===== config.mk =====
export PLATFORM = sky130hd
export DESIGN_NAME = huff_bit_feeder
export DESIGN_NICKNAME = d
export VERILOG_FILES = /design/src/rtl/huff_bit_feeder.sv
export SDC_FILE = /design/constraint.sdc
export NUM_CORES = 1
export LEC_CHECK = 0
export CAP_MARGIN = 20
export CORE_UTILIZATION = 46
export DETAILED_ROUTE_END_ITERATION = 10
export GPL_TIMING_DRIVEN = 0
export HOLD_SLACK_MARGIN = 0.12
export PLACE_DENSITY = 0.76
export SYNTH_ARGS = -nofsm -noshare
export SYNTH_HDL_FRONTEND = slang
export SYNTH_SLANG_ARGS = --single-unit

===== constraint.sdc =====
create_clock -name clk -period 2.3 [get_ports clk]
set_input_delay 0.46 -clock clk [delete_from_list [all_inputs] [get_ports clk]]
set_output_delay 0.46 -clock clk [all_outputs]
set_load 0.05 [all_outputs]

===== src/rtl/huff_bit_feeder.sv =====
`default_nettype none
// ============================================================================
// Module   : huff_bit_feeder
// Purpose  : Splits a packed Huffman bitstream (bytes, MSB first) into chunks
//            of up to CHUNK_MAX bits for a downstream decoder. Trailing pad
//            bits of the final byte are dropped. A new byte can be taken in
//            the same cycle as the final chunk of the previous byte, so the
//            decoder sees no gap between bytes.
// Ports    : clk, reset (sync, active low)
//            byte_data/byte_valid/byte_last/byte_pad/byte_ready : byte input
//            out_bits/out_len/out_valid/out_ready                : chunk output
//            busy, done, stream_bits                             : status
// Revision : 1.0 - initial release
// ============================================================================
module huff_bit_feeder #(
  parameter int CHUNK_MAX = 4
) (
  input  logic        clk,
  input  logic        reset,
  input  logic [7:0]  byte_data,
  input  logic        byte_valid,
  input  logic        byte_last,
  input  logic [2:0]  byte_pad,
  output logic        byte_ready,
  output logic [3:0]  out_bits,
  output logic [2:0]  out_len,
  output logic        out_valid,
  input  logic        out_ready,
  output logic        busy,
  output logic        done,
  output logic [15:0] stream_bits
);

  localparam logic [3:0] CHUNK_W = 4'(CHUNK_MAX);

  typedef enum logic [1:0] {
    ST_IDLE = 2'd0,
    ST_FEED = 2'd1,
    ST_DONE = 2'd2
  } state_t;

  state_t      state_q, state_d;
  logic [7:0]  byte_q, byte_d;
  logic [3:0]  bits_left_q, bits_left_d;
  logic        last_q, last_d;
  logic [15:0] stream_q, stream_d;

  logic [3:0]  chunk_len;
  logic        final_chunk;
  logic [3:0]  load_bits;
  logic [16:0] stream_sum;
  logic [15:0] stream_inc;
  logic        ready_c;

  // Unconsumed bits always sit at the top of byte_q, so the next chunk is
  // contained in the upper nibble.
  assign chunk_len   = (bits_left_q < CHUNK_W) ? bits_left_q : CHUNK_W;
  assign final_chunk = (bits_left_q <= CHUNK_W);
  assign load_bits   = byte_last ? (4'd8 - {1'b0, byte_pad}) : 4'd8;
  assign stream_sum  = {1'b0, stream_q} + {13'd0, chunk_len};
  assign stream_inc  = stream_sum[16] ? 16'hFFFF : stream_sum[15:0];

  always_comb begin
    state_d     = state_q;
    byte_d      = byte_q;
    bits_left_d = bits_left_q;
    last_d      = last_q;
    stream_d    = stream_q;
    ready_c     = 1'b0;

    case (state_q)
      ST_IDLE: begin
        ready_c = 1'b1;
        if (byte_valid) begin
          byte_d      = byte_data;
          bits_left_d = load_bits;
          last_d      = byte_last;
          stream_d    = 16'd0;
          state_d     = ST_FEED;
        end
      end

      ST_FEED: begin
        if (out_ready) begin
          stream_d = stream_inc;
          if (final_chunk) begin
            if (last_q) begin
              byte_d      = 8'd0;
              bits_left_d = 4'd0;
              state_d     = ST_DONE;
            end else begin
              // Refill window: a byte taken here continues the stream.
              ready_c = 1'b1;
              if (byte_valid) begin
                byte_d      = byte_data;
                bits_left_d = load_bits;
                last_d      = byte_last;
              end else begin
                byte_d      = 8'd0;
                bits_left_d = 4'd0;
                state_d     = ST_IDLE;
              end
            end
          end else begin
            byte_d      = byte_q << chunk_len;
            bits_left_d = bits_left_q - chunk_len;
          end
        end
      end

      ST_DONE: begin
        state_d = ST_IDLE;
      end

      default: begin
        state_d = ST_IDLE;
      end
    endcase
  end

  always_ff @(posedge clk) begin
    if (!reset) begin
      state_q     <= ST_IDLE;
      byte_q      <= 8'd0;
      bits_left_q <= 4'd0;
      last_q      <= 1'b0;
      stream_q    <= 16'd0;
    end else begin
      state_q     <= state_d;
      byte_q      <= byte_d;
      bits_left_q <= bits_left_d;
      last_q      <= last_d;
      stream_q    <= stream_d;
    end
  end

  // Status outputs are forced inactive while reset is held.
  assign byte_ready  = ready_c;
  assign out_valid   = reset && (state_q == ST_FEED);
  assign out_len     = out_valid ? chunk_len[2:0] : 3'd0;
  assign out_bits    = out_valid ? (byte_q[7:4] >> (4'd4 - chunk_len)) : 4'd0;
  assign busy        = reset && (state_q != ST_IDLE);
  assign done        = reset && (state_q == ST_DONE);
  assign stream_bits = stream_q;

endmodule
`default_nettype wire


==> impl_metrics.json <==
{
  "synth_cell_types": 55,
  "die_h_um": 67.3,
  "synth_top_family_by_area": "simple AND/OR/NAND/NOR gates",
  "endpoint_kind": "flop",
  "critical_path.cell_chain": "nor3b_4, inv_2, xnor2_2, ha_2, a21o_4, a221oi_4, buf_4, nor4_4, a221oi_2, nand2_1",
  "drtAntennaViolNets": 0,
  "fin_crit_ns": 2.28,
  "io_pins": 43,
  "port_buffers": 42,
  "tns_ns": 0,
  "ys_ff_latch": 31,
  "post-route-drc-count": 0,
  "finalMaxSlewViolations": 0,
  "dpl.hpwl_um": 3780,
  "synthAdderAreaFrac_pct": 4.46,
  "synthMuxAreaShare_pct": 2.74,
  "syn2layout_area_growth_pct": 47.8,
  "clk_latency_ns": 0.29,
  "clkSlewWorstSetupHoldPaths_ns": 0.06,
  "rsz0062_at_grt": "yes",
  "antenna_found_initial": 0,
  "start_util_pct": 48.4,
  "p_total_mw": 1.43,
  "yosys.area_share.simple_pct": 29.6,
  "diodes": 0,
  "post_dp_cell_area_um2": 2530,
  "grt_pass1_wl_um": 8790,
  "crit_fanout": 7,
  "synth_edf_count": 0,
  "cts_htree_levels": 2,
  "grt_max_degree": 11,
  "async_flop_share_pct": 0,
  "skew_ns": 0.00940,
  "grt_pass1_vias": 1937,
  "dr_total_vias": 2171,
  "numClockSinks": 31,
  "die_x_um": 67.3,
  "synth_area_per_cell_um2": 7.67,
  "cts_made_buffers": 5,
  "maxCapViolations": 0,
  "syn_inst": 256,
  "synthXorXnorAreaFrac_pct": 2.23,
  "worstSetupStartpointType": "flop",
  "finalNetCount": 344,
  "crit_arrival_ns": 2.45,
  "slowest_delay_ns": 0.37,
  "clock.fmax_ghz": 0.439,
  "final_layout_size_suffix_gt1_share_pct": 27.6,
  "ctsLongestPathBuffers": 2,
  "post-route-util_pct": 71.5,
  "syn_nets": 279,
  "p_leak_nw": 1.12,
  "whs_ns": 0.456,
  "status": "completed",
  "relSlewSlack_pct": 64.0,
  "cp.required_ns": 2.47,
  "synth-main-ff-cell": "dfxtp_1",
  "postLayoutCellArea_um2": 2900,
  "timing.final.crit_share_pct": 99.1,
  "hold_viol": 0,
  "slowest_stage": "dfxtp_4",
  "dieArea_um2": 4530,
  "worstMarginPinSlew_ns": 0.541,
  "ys_seq_area_share_pct": 31.6,
  "detail_route.wl_per_cell_um": 14.8,
  "ys_warn_count": 0,
  "drt_first_pass_iters": 4,
  "power.density_nw_per_um2": 492,
  "setup_viol": 0,
  "critPathKind": "flop to flop",
  "ir_drop_mv": 0.368,
  "netlist_area_um2": 1960,
  "gp_congestion": 0.843,
  "wirelength_um": 5510,
  "hp-class": "flop to flop",
  "overflow": 0,
  "drt_iter0_drc": 143,
  "num-fill-cells": 328,
  "cts_tree": "done",
  "routed_via_density": 5.84,
  "track_usage_pct": 25.7,
  "row_count": 23,
  "core_area_um2": 4060,
  "cts_root_buf": "clkbuf_8",
  "synth_compound_area_share_pct": 24.2
}
## worst max-delay path, delay by kind of cell (launching register included)
kind,cells,cell delay [ns]
AOI/OAI and AO/OA,3,0.81
DFF,1,0.37
and+or+nand+nor,3,0.35
buffers and inverters,2,0.29
adders and majority gates,1,0.18
xor gates and xnor gates,1,0.15
## cells in the final DEF, fill, tap and decap left out, types with 6 or more instances in the layout
master           Yosys  final
a21oi_1             20     20
buf_4                0     17
clkbuf_8             1      9
clkdlybuf4s50_1      0     30
dfxtp_1             31     28
inv_1                8      6
nand2_1             36     33
nand3_1             15     14
nor2_1              24     23
o21ai_0             16     12
o21ai_1              4      6
## layout make-up
class                           instances  area, um2  share of cell area, %
Multi-Input combinational cell        205       1450                   50.0
Sequential cell                        31        632                   21.8
Timing Repair Buffer                   58        541                   18.6
Clock buffer                            8        100                   3.45
Buffer                                 10       68.8                   2.37
Tap cell                               50       62.6                   2.16
Inverter                               10       46.3                   1.60
## worst paths after layout
path                            cells after the start               to           start  slack [ns]
worst max register to register                     10  stream_bits[11]  bits_left_q[1]        0.02
worst min-delay path                                2        byte_q[1]       byte_q[1]        0.46
worst max-delay path                               10  stream_bits[11]  bits_left_q[1]        0.02
worst min register to register                      2        byte_q[1]       byte_q[1]        0.46
## power breakdown
group          internal [mW]  switching [mW]  total (mW)  leakage, nW
clock network          0.273           0.213       0.486       0.0515
logic                  0.155           0.204       0.359        0.816
registers              0.559          0.0224       0.581        0.255
## timing repair
item                                    CTS  global route
pin swaps                                 9            14
gates resized for setup                  78            14
gates cloned                              0             0
endpoints found under the setup margin   27            21
setup buffers                            10             7
hold buffers                              0             0
## stage by stage
stage / worst slack (ns) / cells
floorplan: 0.00579 / 256
global placement: -1.03 / 348
detailed placement: -1.05 / 348
CTS: -0.0317 / 366
global route: -0.113 / 372
finish: 0.0212 / 372
## cells by family after synthesis
| kind of cell | Yosys count |
|---|---|
| xor gates and xnor gates | 5 |
| buffers and inverters | 20 |
| adders and majority gates | 7 |
| AOI/OAI and AO/OA | 74 |
| muxes | 5 |
| and+or+nand+nor | 112 |
| other | 2 |
| DFF | 31 |
## state kept, by name, summed over array words and instances (netlist names)
register / count
state_q: 2
byte_q: 8
stream_bits: 16
last_q: 1
bits_left_q: 4
## cell usage after synthesis (2+ instances only)
library cell / number / area (um2)
clkbuf_1: 7 / 26.3
ha_1: 7 / 87.6
inv_1: 8 / 30.0
xor2_1: 3 / 26.3
mux2_2: 3 / 33.8
xnor2_1: 2 / 17.5
a211oi_1: 5 / 37.5
or4_1: 2 / 15.0
nor4_1: 2 / 12.5
o31ai_1: 2 / 15.0
o21ai_1: 4 / 20.0
and3_1: 5 / 31.3
o211ai_1: 3 / 22.5
a22oi_1: 2 / 15.0
nor3_1: 6 / 30.0
nor4_2: 2 / 25.0
and3_2: 3 / 22.5
a21o_1: 3 / 22.5
dfxtp_1: 31 / 621
a21oi_1: 20 / 100
nand3_1: 15 / 75.1
nand4_1: 4 / 25.0
mux2i_1: 2 / 20.0
nor2_1: 24 / 90.1
o21ai_0: 16 / 80.1
a31oi_1: 5 / 31.3
conb_1: 2 / 7.51
a221oi_1: 5 / 43.8
and2_1: 2 / 12.5
nand2_1: 36 / 135
## routing by layer
metal,vias to the layer above,part of all wire (%),GRT usage [%]
met1,1020,45,32.2
met5,-,0,0
li1,1067,-,-
met2,77,48,44.0
met4,0,1.1,9.04
met3,7,5.6,4.56
(Power assumes the default switching activity.)
